<file path="config.mk">
export PLATFORM = sky130hd
export DESIGN_NAME = ts_sync_align
export DESIGN_NICKNAME = d
export VERILOG_FILES = /design/src/rtl/ts_sync_align.sv
export SDC_FILE = /design/constraint.sdc
export NUM_CORES = 1
export LEC_CHECK = 0
export ABC_AREA = 1
export CAP_MARGIN = 10
export CORE_MARGIN = 2
export CORE_UTILIZATION = 40
export DETAILED_ROUTE_END_ITERATION = 16
export PLACE_DENSITY_LB_ADDON = 0.15
export SLEW_MARGIN = 0
export SYNTH_ARGS = -nofsm -noshare
export SYNTH_HDL_FRONTEND = slang
export SYNTH_SLANG_ARGS = --single-unit
</file>
<file path="constraint.sdc">
create_clock -name i_Clk -period 5.7 [get_ports i_Clk]
set_input_delay 0.57 -clock i_Clk [delete_from_list [all_inputs] [get_ports i_Clk]]
set_output_delay 0.57 -clock i_Clk [all_outputs]
set_load 0.02 [all_outputs]
</file>
<file path="src/rtl/ts_sync_align.sv">
// MPEG-TS sync acquisition: hunts for the sync byte, verifies packet spacing,
// then forwards whole aligned packets with a byte-0 strobe and flywheel timing.
module ts_sync_align #(
    parameter int          LOCK_COUNT   = 3,
    parameter int          UNLOCK_COUNT = 3,
    parameter logic [7:0]  SYNC_BYTE    = 8'h47
) (
    input  logic        i_Clk,
    input  logic        i_Rst,
    input  logic        i_Valid,
    input  logic [7:0]  i_Data,
    input  logic [7:0]  i_PacketLength,
    output logic        o_Valid,
    output logic        o_Sync,
    output logic [7:0]  o_Data,
    output logic [7:0]  o_PacketLength,
    output logic        o_Locked,
    output logic [15:0] o_SyncErrCnt
);
    localparam logic [7:0] LOCK_N   = 8'(LOCK_COUNT);
    localparam logic [7:0] UNLOCK_N = 8'(UNLOCK_COUNT);

    typedef enum logic [1:0] {HUNT, VERIFY, LOCK} state_t;

    state_t      state, state_nxt;
    logic [7:0]  pos, pos_nxt, len, len_nxt;
    logic [7:0]  hits, hits_nxt, miss, miss_nxt;
    logic [15:0] err_nxt;
    logic        fwd, fwd_sync, locked_nxt;
    logic        at_sync, is_sync, len_ok;
    logic [7:0]  pos_inc;

    assign at_sync        = (pos == 8'd0);
    assign is_sync        = (i_Data == SYNC_BYTE);
    assign len_ok         = (i_PacketLength >= 8'd16);
    assign pos_inc        = (pos == len - 8'd1) ? 8'd0 : pos + 8'd1;
    assign o_PacketLength = len;

    always_ff @(posedge i_Clk) begin
        if (i_Rst) begin
            state        <= HUNT;
            pos          <= 8'd0;
            len          <= 8'd0;
            hits         <= 8'd0;
            miss         <= 8'd0;
            o_Valid      <= 1'b0;
            o_Sync       <= 1'b0;
            o_Data       <= 8'd0;
            o_Locked     <= 1'b0;
            o_SyncErrCnt <= 16'd0;
        end else begin
            state        <= state_nxt;
            pos          <= pos_nxt;
            len          <= len_nxt;
            hits         <= hits_nxt;
            miss         <= miss_nxt;
            o_Valid      <= fwd;
            o_Sync       <= fwd_sync;
            o_Locked     <= locked_nxt;
            o_SyncErrCnt <= err_nxt;
            if (fwd) begin
                o_Data <= i_Data;
            end
        end
    end

    // Invalid cycles leave every counter untouched, so gaps are transparent.
    always_comb begin
        state_nxt = state;
        pos_nxt   = pos;
        len_nxt   = len;
        hits_nxt  = hits;
        miss_nxt  = miss;
        err_nxt   = o_SyncErrCnt;
        if (i_Valid) begin
            case (state)
                HUNT: begin
                    if (is_sync && len_ok) begin
                        state_nxt = VERIFY;
                        len_nxt   = i_PacketLength;
                        pos_nxt   = 8'd1;
                        hits_nxt  = 8'd1;
                    end
                end
                VERIFY: begin
                    pos_nxt = pos_inc;
                    if (at_sync) begin
                        if (is_sync) begin
                            hits_nxt = hits + 8'd1;
                            if (hits + 8'd1 == LOCK_N) begin
                                state_nxt = LOCK;
                                miss_nxt  = 8'd0;
                            end
                        end else begin
                            state_nxt = HUNT;
                        end
                    end
                end
                LOCK: begin
                    pos_nxt = pos_inc;
                    if (at_sync) begin
                        if (is_sync) begin
                            miss_nxt = 8'd0;
                        end else begin
                            miss_nxt = miss + 8'd1;
                            if (o_SyncErrCnt != 16'hFFFF) begin
                                err_nxt = o_SyncErrCnt + 16'd1;
                            end
                            if (miss + 8'd1 == UNLOCK_N) begin
                                state_nxt = HUNT;
                            end
                        end
                    end
                end
                default: state_nxt = HUNT;
            endcase
        end
    end

    // A byte is forwarded only when it starts or continues a locked packet.
    always_comb begin
        fwd        = 1'b0;
        fwd_sync   = 1'b0;
        locked_nxt = (state_nxt == LOCK);
        if (i_Valid && state_nxt == LOCK && state != HUNT) begin
            fwd      = 1'b1;
            fwd_sync = at_sync;
        end
    end
endmodule
</file>
# Yosys cells after proc, flatten, opt, wreduce, memory -nomap -nowiden
# Cells that the tools add are included.
[totals]
regBits = 61
word_cells = 69
memories = 0
ramBits = 0
latchBits = 0
mem_bits_ro = 0
[classes]
reduce_logical = 16
magnitude_cmp = 1
n_shift = 0
n_bitwise = 2
n_addsub = 5
n_div = 0
n_mul = 0
n_mux = 22
n_eq_ne = 13
[op_table]
columns = ["op", "n"]
rows = [
  ["8-bit two-way mux", 9],
  ["8-bit one-hot mux with 2 select lines", 3],
  ["8-bit by 1-bit adder with 8-bit output (second input constant)", 3],
  ["16-bit by 1-bit adder with 16-bit output (second input constant)", 1],
  ["8-bit by 2-bit equality test with 1-bit output (second input constant)", 2],
  ["2-bit two-way mux", 8],
  ["16-bit != test (second input constant)", 1],
  ["2-bit != test (second input constant)", 5],
  ["5-bit AND reduction", 2],
  ["8-bit by 7-bit equality test with 1-bit output (second input constant)", 1],
  ["8-bit equality test", 1],
  ["8-bit by 5-bit greater-or-equal comparator with 1-bit output (second input constant)", 1],
  ["8-bit zero test", 1],
  ["2-bit nonzero test", 4],
  ["8-bit by 1-bit subtractor with 8-bit output (second input constant)", 1],
  ["2-bit one-hot mux with 3 select lines", 1],
  ["3-bit AND reduction", 2],
  ["6-bit AND reduction", 1],
  ["2-bit equality test (second input constant)", 2],
  ["2-bit OR reduction", 2],
  ["1-bit logical AND", 3],
  ["2-bit by 1-bit equality test with 1-bit output (second input constant)", 1],
  ["2-bit zero test", 1],
  ["1-bit NOT", 2],
  ["1-bit two-way mux", 1],
]

# Longest topological paths before layout
[depth]
ltp_word = 12
depth_mapped = 15

# Least setup slack after synthesis
# Ideal clock, no wire load.
[synth_timing]
kind = "register to register"
startpoint = "register len[0], in the netlist o_PacketLength[0]"
endpoint = "register pos[4]"
n_path_buf = 0
required_ns = 5.622
synth_period_minus_slack_ns = 1.887
t_arrival_ns = 1.810
path_stages_with_launch = 15
setup_ns = 0.078
slack_ns = 3.813
path_cell_list = "dfxtp_1 > inv_1 > ha_1 > nand2_1 > nor2_1 > nand2_1 > xor2_1 > or2_2 > nand3_1 > nor2_1 > nand2_1 > nand2_1 > nand2_1 > nand2_1 > nor3_1"
[synth_between]
elab_chain_cells = 4
[synth_lines]
columns = ["item", "line", "rtl"]
rows = [
  ["from (decl)", "26", "logic [7:0] pos, pos_nxt, len, len_nxt;"],
  ["from (signal assigned)", "54", "len <= len_nxt;"],
  ["8-bit by 1-bit subtractor with 8-bit output", "36", "assign pos_inc = (pos == len - 8'd1) ? 8'd0 : pos + 8'd1;"],
  ["8-bit equality test", "36", ""],
  ["8-bit two-way mux", "36", ""],
  ["8-bit one-hot mux with 2 select lines", "76", "case (state)"],
  ["to (signal assigned)", "53", "pos <= pos_nxt;"],
  ["to (decl)", "26", ""],
]
# No other way between the ends.
# A chain may end at the register's enable or synchronous reset.

==> impl_metrics.yaml <==
final_layout:
  design_area_um2: 4380
  nets: 594
  antenna_cells: 0
  area.growth.synth_to_final_pct: 22.16
  final_common_cell: "nand2_1"
  final_cell_mix: "nand2_1, inv_1, nor2_1"
  nFillCells: 882
  drive_gt1_share_pct: 9.507
grt:
  track_usage_pct: 17.94
  grt_overflow: 0
  grt_max_degree: 30
  grt_pass1_vias: 3095
  grt_pass1_wl_um: 14320
  antenna_found_initial: 0
route:
  drc: 0
  antenna_left: 0
  viasPerCell: 4.882
  route.vias.total: 3300
  firstDrtPassIters: 4
  dr.first_iter.drc_count: 117
  wl_per_cell_um: 12.14
  totalWireLength_um: 8204
worst_setup_path:
  worstSetupPathType: "in2reg"
  end_kind: "register"
  critPathMaxFanout: 29
  startpoint_type: "input port"
  worstPathArrival_ps: 3160
  critical_path_required_ps: 5920
  crit_path_max_incr_delay_ps: 1250
  critPathSlowestCell: "clkdlybuf4s50_1"
  crit_chain: "clkdlybuf4s50_1, inv_1, nand2_1, nor3_1"
yosys:
  synth_compound_area_share_pct: 14.13
  synthMuxAreaShare_pct: 0
  async_flop_share_pct: 0
  synth_fa_ha_area_share_pct: 4.187
  synth_area_um2: 3586
  synth_area_per_cell_um2: 7.004
  ys.flop_type: "dfxtp_1"
  ys_seq_elements: 61
  yosysWarningCount: 0
  syn_nets: 543
  ys_seq_area_share_pct: 34.05
  yosys.area_share.simple_pct: 33.36
  synth_edf_count: 0
  synth_xor_area_share_pct: 4.885
  synthCells: 512
  synth_top_family_by_area: "simple AND/OR/NAND/NOR gates"
  ys_types: 42
min_path:
  hold_path.class: "reg2reg"
sta:
  rsz0062_at_grt: "false"
  tns_ps: 0
  hold_ws_ps: 476.2
  max_freq_ghz: 0.3398
  tightest_slew_ps: 1181
  finalHoldViolations: 0
  setup_violations: 0
  skew_ps: 13.06
  fin_crit_ps: 2943
  fin_crit_sh_pct: 51.63
  report.final.slew_viol_count: 0
  relSlewSlack_pct: 21.03
clocking:
  cts_tree: "built"
  post_cts_resized: 0
  cts_hold_buf: 0
  htreeDepth: 3
  clock_path_buffers: 2
  cts_root_buf: "clkbuf_8"
  path_clk_slew_ps: 70
  cts_made_buffers: 9
  insertion_delay_ps: 340
  cts.sinks: 61
  cts_setup_buffers: 0
outcome:
  status: "finished, final reports clean"
power_and_ir_drop:
  ir_drop_uv: 103.5
  power_density_nw_per_um2: 192.3
  p_leak_nw: 1.700
floorplanning:
  num_rows: 34
  io_pins: 54
  fp.dieArea_um2: 9738
  core_um2: 8721
  start_util_pct: 41.12
  die_height_um: 98.68
  fp.dieW_um: 98.68
job:
  max-cap-violations: 0
place:
  dpl-instance-area_um2: 4189
  portBuffers: 53
  finalWeightedCongestion: 0.8194
  place_hpwl_um: 6106
[final timing paths]
check	start	to	slack, ps	cells after the start
setup / recovery	i_Rst	pos[7]	2760	4
hold / removal	o_SyncErrCnt[4]	o_SyncErrCnt[4]	480	2
setup reg to reg	pos[0]	o_SyncErrCnt[8]	3220	12
hold reg to reg	o_SyncErrCnt[4]	o_SyncErrCnt[4]	480	2
[Yosys cell counts, types with 2 or more instances]
library cell,instances,share of area [%]
a211oi_1,10,2.1
a211oi_2,2,0.70
a21oi_1,30,4.2
a31oi_1,3,0.52
buf_2,5,0.70
clkbuf_1,6,0.63
dfxtp_1,61,34
ha_1,12,4.2
inv_1,65,6.8
inv_2,6,0.63
nand2_1,102,11
nand2_2,5,0.87
nand2_4,3,0.94
nand3_1,25,3.5
nand3_2,2,0.56
nand3b_1,3,0.63
nand4_1,14,2.4
nor2_1,64,6.7
nor2_2,6,1.0
nor2_4,2,0.63
nor3_1,14,2.0
nor3_2,2,0.56
nor3b_1,2,0.42
nor4_1,2,0.35
nor4_4,2,1.2
o21ai_0,24,3.3
o21ai_1,3,0.42
o21ai_2,2,0.49
o21bai_1,3,0.63
or2_2,2,0.35
xnor2_1,6,1.5
xor2_1,14,3.4
[worst max-delay path: cells and delay by family]
kind	cells	cell delay (ps)
buffers and inverters	2	2030
and+or+nand+nor	2	550
[routing by layer]
layer	global-route usage [%]	wire [um]
met1	24.00	4018
met2	29.04	3708
met3	3.617	390
met4	6.006	87
met5	0	0
[sequential cells by signal, summed over array words and instances, names as in the netlist]
register and cells:
o_SyncErrCnt 16, hits 8, miss 8, o_Data 8, o_PacketLength 8, pos 8, state 2, o_Locked 1
o_Sync 1, o_Valid 1
[where the power goes]
group | internal [W] | total (W) | switching (W)
combinational | 0.0000160 | 0.0000354 | 0.0000194
clock | 0.000201 | 0.000380 | 0.000179
sequential | 0.000426 | 0.000427 | 0.000000387
[final cells by class]
type	instances	area (um^2)	share of cell area [%]
clock buffer	10	127.6	2.913
multi-input combinational	366	2028	46.30
timing repair buffer	54	538.0	12.28
clock inverter	6	63.81	1.457
tap	108	135.1	3.085
sequential	61	1221	27.88
inverter	71	266.5	6.084
[cells by family (layout without fill, tap and decap cells)]
group,after synthesis,after routing
AOI/OAI and AO/OA,83,83
xor gates and xnor gates,20,20
adders and majority gates,12,12
buffers and inverters,85,141
DFF,61,61
and+or+nand+nor,251,251
[stage by stage]
stage / power (W) / instances / worst slack (ps) / util (%)
floorplan: 0.0004535 / 512 / 3813 / -
global placement: 0.0004718 / 660 / 2372 / 48.03
detailed placement: 0.0004720 / 660 / 2340 / 48.03
CTS: 0.0008533 / 676 / 2772 / 50.23
global route: 0.0008760 / 676 / 2512 / 50.23
finish: 0.0008423 / 676 / 2757 / 50.23
No activity file was read; power rests on OpenSTA's default activity.
